[src/rtl/neuron_bus_master_pkg.sv]
// Shared state encoding, default widths and latency limit for the neuron bus master.
package neuron_bus_master_pkg;

  localparam int DEFAULT_DATA_WIDTH = 8;
  localparam int DEFAULT_ADDR_WIDTH = 8;
  localparam int MAX_READ_LATENCY   = 7;

  typedef enum logic [2:0] {
    IDLE      = 3'd0,
    GRANT     = 3'd1,
    WRITE     = 3'd2,
    READ_WAIT = 3'd3,
    RESPOND   = 3'd4,
    RELEASE   = 3'd5
  } state_t;

  // Where an accepted command goes once the bus is already granted.
  function automatic state_t dispatch_state(input logic is_write);
    return is_write ? WRITE : READ_WAIT;
  endfunction

endpackage

[src/rtl/neuron_bus_master.sv]
// Host-command to neuron-memory bus master: requests the external arbiter side,
// performs single writes or latency-timed reads, and chains back-to-back commands.
module neuron_bus_master
  import neuron_bus_master_pkg::*;
#(
  parameter int DATA_WIDTH   = DEFAULT_DATA_WIDTH,
  parameter int ADDR_WIDTH   = DEFAULT_ADDR_WIDTH,
  parameter int READ_LATENCY = 1
) (
  input  logic                  clk,
  input  logic                  rst_n,
  input  logic                  cmd_valid,
  output logic                  cmd_ready,
  input  logic                  cmd_write,
  input  logic [ADDR_WIDTH-1:0] cmd_address,
  input  logic [DATA_WIDTH-1:0] cmd_data,
  output logic                  rsp_valid,
  input  logic                  rsp_ready,
  output logic [DATA_WIDTH-1:0] rsp_data,
  input  logic [DATA_WIDTH-1:0] neuron_read_data,
  output logic                  select_external,
  output logic [ADDR_WIDTH-1:0] neuron_read_address_ext,
  output logic [ADDR_WIDTH-1:0] neuron_write_address_ext,
  output logic [DATA_WIDTH-1:0] neuron_write_data_ext,
  output logic                  neuron_write_enable_ext,
  output logic                  busy
);

  // Out-of-range latencies are clamped so the 3-bit counter always terminates.
  localparam int EFF_LATENCY = (READ_LATENCY < 1) ? 1 :
                               ((READ_LATENCY > MAX_READ_LATENCY) ? MAX_READ_LATENCY : READ_LATENCY);
  localparam logic [2:0] LAST_WAIT = 3'(EFF_LATENCY - 1);

  state_t     state;
  logic [2:0] wait_count;
  logic       latched_write;
  logic       accept;

  // cmd_ready is combinational so a RESPOND handshake can chain the next command.
  always_comb begin
    cmd_ready = 1'b0;
    if (rst_n) begin
      case (state)
        IDLE, WRITE: cmd_ready = 1'b1;
        RESPOND:     cmd_ready = rsp_ready;
        default:     cmd_ready = 1'b0;
      endcase
    end else begin
      cmd_ready = 1'b0;
    end
  end

  assign accept = cmd_valid && cmd_ready;
  assign busy   = (state != IDLE);

  // Command latching and the transfer sequencer with all bus outputs registered.
  always_ff @(posedge clk) begin
    if (!rst_n) begin
      state                    <= IDLE;
      wait_count               <= 3'd0;
      latched_write            <= 1'b0;
      select_external          <= 1'b0;
      neuron_write_enable_ext  <= 1'b0;
      rsp_valid                <= 1'b0;
      rsp_data                 <= '0;
      neuron_read_address_ext  <= '0;
      neuron_write_address_ext <= '0;
      neuron_write_data_ext    <= '0;
    end else begin
      if (accept) begin
        neuron_read_address_ext  <= cmd_address;
        neuron_write_address_ext <= cmd_address;
        latched_write            <= cmd_write;
        if (cmd_write) begin
          neuron_write_data_ext <= cmd_data;
        end
      end

      case (state)
        IDLE: begin
          if (accept) begin
            state           <= GRANT;
            select_external <= 1'b1;
          end
        end
        GRANT: begin
          state                   <= dispatch_state(latched_write);
          neuron_write_enable_ext <= latched_write;
          wait_count              <= 3'd0;
        end
        WRITE: begin
          neuron_write_enable_ext <= accept && cmd_write;
          wait_count              <= 3'd0;
          if (accept) begin
            state <= dispatch_state(cmd_write);
          end else begin
            state <= RELEASE;
          end
        end
        READ_WAIT: begin
          if (wait_count == LAST_WAIT) begin
            rsp_data  <= neuron_read_data;
            rsp_valid <= 1'b1;
            state     <= RESPOND;
          end else begin
            wait_count <= wait_count + 3'd1;
          end
        end
        RESPOND: begin
          if (rsp_ready) begin
            rsp_valid  <= 1'b0;
            wait_count <= 3'd0;
            if (accept) begin
              state                   <= dispatch_state(cmd_write);
              neuron_write_enable_ext <= cmd_write;
            end else begin
              state <= RELEASE;
            end
          end
        end
        RELEASE: begin
          select_external <= 1'b0;
          state           <= IDLE;
        end
        default: begin
          state                   <= IDLE;
          select_external         <= 1'b0;
          neuron_write_enable_ext <= 1'b0;
          rsp_valid               <= 1'b0;
        end
      endcase
    end
  end

endmodule
[config.mk]
export PLATFORM = sky130hd
export DESIGN_NAME = neuron_bus_master
export DESIGN_NICKNAME = d
export VERILOG_FILES = /design/src/rtl/neuron_bus_master_pkg.sv /design/src/rtl/neuron_bus_master.sv
export SDC_FILE = /design/constraint.sdc
export NUM_CORES = 1
export LEC_CHECK = 0
export CORE_MARGIN = 3
export CORE_UTILIZATION = 51
export DETAILED_ROUTE_END_ITERATION = 6
export DONT_BUFFER_PORTS = 1
export GPL_TIMING_DRIVEN = 0
export HOLD_SLACK_MARGIN = 0.05
export PLACE_DENSITY = 0.72
export RECOVER_POWER = 50
export SYNTH_ARGS = -nofsm -noshare
export SYNTH_HDL_FRONTEND = slang
export SYNTH_SLANG_ARGS = --single-unit
[constraint.sdc]
create_clock -name clk -period 1.44 [get_ports clk]
set_clock_uncertainty 0.05 [all_clocks]
set_input_delay 0.216 -clock clk [delete_from_list [all_inputs] [get_ports clk]]
set_output_delay 0.216 -clock clk [all_outputs]
set_load 0.02 [all_outputs]
---- Word level (Yosys, flattened, before mapping) ----
Index checks and enable logic that the tools add are counted.
operators by class
  $add $sub $neg .......................... 1
  equality and inequality tests ........... 10
  multiplexer cells ....................... 20
  bitwise logic cells ..................... 3
  reductions and logical operators ........ 18
operator list
  cell                                           count
  2-to-1 mux 3 bit                               6
  one-hot mux 3 bit (5 select lines)             1
  AND reduction 3 bit                            4
  inequality test 2 bit, second input constant   5
  one-hot mux 3 bit (3 select lines)             1
  2-to-1 mux 1 bit                               8
  OR reduction 4 bit                             2
  == test 3 x 2 -> 1 bit, second input constant  2
  == test 3 bit, second input constant           2
  logical NOT 3 bit                              2
  AND reduction 2 bit                            3
  nonzero test 3 bit                             2
  one-hot mux 1 bit (2 select lines)             2
  one-hot mux 1 bit (4 select lines)             1
  OR reduction 2 bit                             2
  adder 3 x 1 -> 3 bit, second input constant    1
  == test 3 x 1 -> 1 bit, second input constant  1
  NOT 1 bit                                      3
  one-hot mux 1 bit (3 select lines)             1
  OR reduction 3 bit                             1
  logical AND 1 bit                              2
word-level totals
  flip-flop bits (word level) ............. 34
  input port bits ......................... 29
  output and inout bits ................... 37
  logic and storage cells ................. 61

---- Logic depth before layout (Yosys ltp) ----
  depth after elaboration ................. 8
  mapped depth ............................ 7
  gate-level depth less buffers ........... 6

---- Worst setup path after synthesis ----
Ideal clock, no wire load.
  path kind ............................... register to register
  start ................................... reg wait_count[0]
  end ..................................... reg wait_count[2]
  library setup time ...................... 115 ps
  arrival ................................. 1,363 ps
  data required time ...................... 1,275 ps
  setup slack ............................. -89 ps
  cell stages (with the launch flop) ...... 7
  path buffers ............................ 0
  period minus slack after synthesis ...... 1,529 ps
  path through ............................ dfxtp_1 > inv_1 > ha_1 > and4b_1 > o31ai_1 > o21ai_1 > a31o_1
between the ends
  longest elaborated chain between the ends .. 3
  elaborated cells on any way between the ends .. 6
  classes of those cells .................. 1 x add/sub; 1 x eq/ne; 2 x mux; 2 x reduce/logical
ends and longest elaborated chain
  what                                                                              RTL line                                            text
  from (decl)                                                                       neuron_bus_master.sv:35                             logic [2:0] wait_count;
  from (signal assigned)                                                            neuron_bus_master.sv:106                            wait_count <= wait_count + 3'd1;
  adder 3 x 1 -> 3 bit / logical NOT 3 bit (equally long branches)                  neuron_bus_master.sv:106, neuron_bus_master.sv:101
  2-to-1 mux 3 bit / inequality test 2 bit (equally long branches)                  --
  one-hot mux 3 bit (3 select lines) / AND reduction 3 bit (equally long branches)  --
Parallel ways exist; a longest one is shown, timed or not. The select of a mux whose other input is x is not followed.
A chain may end at the register's enable or synchronous reset.

---- Worst setup path in the final report ----
  start ................................... reg state[2]
  end ..................................... reg rsp_data[6]
between the ends
  longest elaborated chain between the ends .. 2
ends and longest elaborated chain
  what                           RTL line                  text
  from (decl)                    neuron_bus_master.sv:34   state_t state;
  from (signal assigned)         neuron_bus_master.sv:87   state <= dispatch_state(latched_write);
  from (signal assigned)         neuron_bus_master.sv:95   state <= dispatch_state(cmd_write);
  from (signal assigned)         neuron_bus_master.sv:114  state <= dispatch_state(cmd_write);
  == test 3 x 2 -> 1 bit         neuron_bus_master.sv:79   case (state)
  AND reduction 2 bit (no line)  --
  to (signal assigned)           neuron_bus_master.sv:102  rsp_data <= neuron_read_data;
  to (decl)                      neuron_bus_master.sv:19   output logic [DATA_WIDTH-1:0] rsp_data,
No other way between the ends.

==> metrics.md <==
| Metric | Value |
|---|---|
| Final hold slack | 0.0446 ns |
| Drt total wl | 5.50 mm |
| Critical path capture point type | flip-flop |
| Detail Placement HPWL | 2.77 mm |
| Largest net degree at the start of global routing | 11 |
| Max Clk Rate | 619 MHz |
| TritonCTS clock tree | yes |
| Worst-Margin Slew | 0.777 ns |
| Die height | 62.8 um |
| Initial core utilization | 56.7% |
| Synth cell count leaders | dfxtp_1 (34), nor2_1 (22), mux2i_1 (17), a21oi_1 (12), nand2_1 (12) |
| Final Net Count | 267 |
| Hold depth | 2 |
| Number of global-route vias before repair | 1636 |
| DR pass1 iterations | 4 |
| Yosys Warn Count | 0 |
| Crit path launch type | flip-flop |
| Netlist area before placement | 1640 um2 |
| Die area | 3940 um2 |
| Starting DRC count in detailed routing | 99 |
| Fraction of registers with async set or reset after synthesis | 0% |
| IO buf count | 0 |
| Endpoints failing setup | 20 |
| Clock Sink Count | 34 |
| Pre-CTS WS | -0.251 ns |
| Area leader, netlist | dfxtp_1 |
| Antenna cells | 0 |
| Synth area leaders | dfxtp_1 (41%), mux2i_1 (10%), nor2_1 (5.0%) |
| Synthesized Nets | 213 |
| Outcome | finished, violations left |
| Crit path DAT | 1.82 ns |
| Worst EP required | 1.64 ns |
| Worst-path fanout max | 8 |
| Slew HR | 48.2% |
| Drt via density | 5.87 |
| Worst hold path class | in -> reg |
| Syn Inst Count | 182 |
| Clock Latency Late Sink | 0.35 ns |
| Max-cap violations | 0 |
| Gr ovfl total | 0 |
| Leak pwr | 0.940 nW |
| Root buf cell | clkbuf_4 |
| CTS max path bufs | 2 |
| Core Rows | 19 |
| Core Box Area | 2900 um2 |
| R2R cell count | 7 |
| Post-route ant nets | 0 |
| H-tree levels | 2 |
| Sequential area share after synthesis | 41.4% |
| Ys flop type | dfxtp_1 |
| Wire per inst | 19.7 um |
| FILL cells | 156 |
| Pwr dens | 1030 nW/um2 |
| Clock transition at path regs | 0.11 ns |
| RePlAce Congestion | 0.846 |
| VDD IR max | 0.773 mV |
| Initial antenna violation count | 0 |
| # IOs | 66 |
| Violated checks | negative setup slack |
| Worst Slack Setup Final | -0.176 ns |
| Die width | 62.8 um |
| Post-synthesis cell type count | 47 |
| RSZ-0062 raised after global routing | yes |
| Post-synth EDFFs | 0 |
| Final Util | 85.1% |
| CP Class | reg -> reg |
| Total Power | 0.00255 W |
| Fin. max-slew vios | 0 |
| Syn Area/Cell | 9.03 um2 |
| Ratio of cells with drive above 1 in the final layout | 37.1% |
| Synthesized flop and latch total | 34 |
| Layout area overhead | 50.1% |
| First-pass GRT wire length | 7.87 mm |
| Vias | 1638 |
| Post-synth top area share | 41.4% |
| Total global-route track usage | 25.3% |
| # DRC | 0 |
| Count leader, synth | dfxtp_1 |
| Final period util | 112% |
| Hold Vio Cnt, Final | 0 |
| TritonCTS buffer count | 5 |
| Fin crit period | 1.62 ns |
[routing by layer]
metal | vias to the layer above | share of wire (%) | global-route usage [%]
li1 | 734 | - | -
met1 | 781 | 37 | 26.6
met5 | - | 0 | 0
met4 | 0 | 4.8 | 6.89
met2 | 98 | 51 | 47.7
met3 | 25 | 7.4 | 8.27
[cell type report]
class                           count  area, um2  area share, %
Tap cell                           42       52.6           2.13
Multi-Input combinational cell    121        977           39.6
Sequential cell                    34        692           28.0
Clock inverter                      1       5.00          0.203
Inverter                            7       26.3           1.06
Clock buffer                        7       55.1           2.23
Buffer                             19        190           7.71
Timing Repair Buffer               48        469           19.0
[sequential cells by signal, summed over array words and instances (netlist names)]
name and flops:
neuron_write_enable_ext 1, rsp_data 8, latched_write 1, wait_count 3
select_external 1, rsp_valid 1, state 3, neuron_write_data_ext 8
neuron_write_address_ext 8
[critical path: stages, from the launching register on]
cell and delay (ns):
dfxtp_4 0.37, buf_6 0.14, nand3b_1 0.19, buf_6 0.16
nor2_4 0.14, buf_6 0.14, nand2_1 0.10, a21oi_1 0.22
[power breakdown]
group          total (W)  internal [W]  leakage, nW  switching [W]
logic           0.000870      0.000442        0.625       0.000428
clock network   0.000562      0.000236       0.0353       0.000326
registers        0.00111       0.00100        0.279       0.000110
total            0.00255       0.00168        0.940       0.000863
[timing repair]
item / CTS / global route
buffers inserted: 13 / 8
gates resized for setup: 41 / 36
gates cloned: 1 / 1
hold buffers: 26 / 0
endpoints found under the setup margin: 36 / 33
endpoints found under the hold margin: 30 / 0
pin swaps: 13 / 18
[placed cells by master, fill, tap and decap left out, types with 4 or more instances in the layout]
cell type | synthesis | routed
dfxtp_1 | 34 | 29
dlygate4sd3_1 | 0 | 26
nor2_1 | 22 | 22
buf_4 | 8 | 22
mux2i_1 | 17 | 15
buf_6 | 2 | 10
nand2_2 | 0 | 7
a21oi_2 | 0 | 6
o21ai_0 | 10 | 6
a21oi_1 | 12 | 6
inv_1 | 7 | 5
nand2_1 | 12 | 5
clkbuf_4 | 0 | 5
buf_8 | 0 | 4
clkbuf_1 | 7 | 4
nand3b_1 | 4 | 4
[stage by stage]
step           instances  TNS (ns)  area, um2
2_1_floorplan        182    -0.334       1660
3_3_place_gp         224     -3.76       1710
3_5_place_dp         224     -5.11       1710
4_1_cts              271     -1.50       2270
5_1_grt              279     -3.40       2470
6_report             279     -1.54       2470
[path summary, 6_finish.rpt]
check                 from             to  slack [ns]
max               state[2]    rsp_data[6]       -0.18
min                  rst_n  wait_count[2]        0.04
max reg2reg       state[2]    rsp_data[6]       -0.18
min reg2reg  latched_write  latched_write        0.49
[cell families after synthesis]
kind of cell	Yosys count	synth area share, %
simple gates	58	18.5
compound gates	42	17.9
flops	34	41.4
buf+inv	27	9.13
mux	18	11.0
fa+ha+maj	2	1.52
xor+xnor	1	0.533
(Power assumes the default switching activity.)
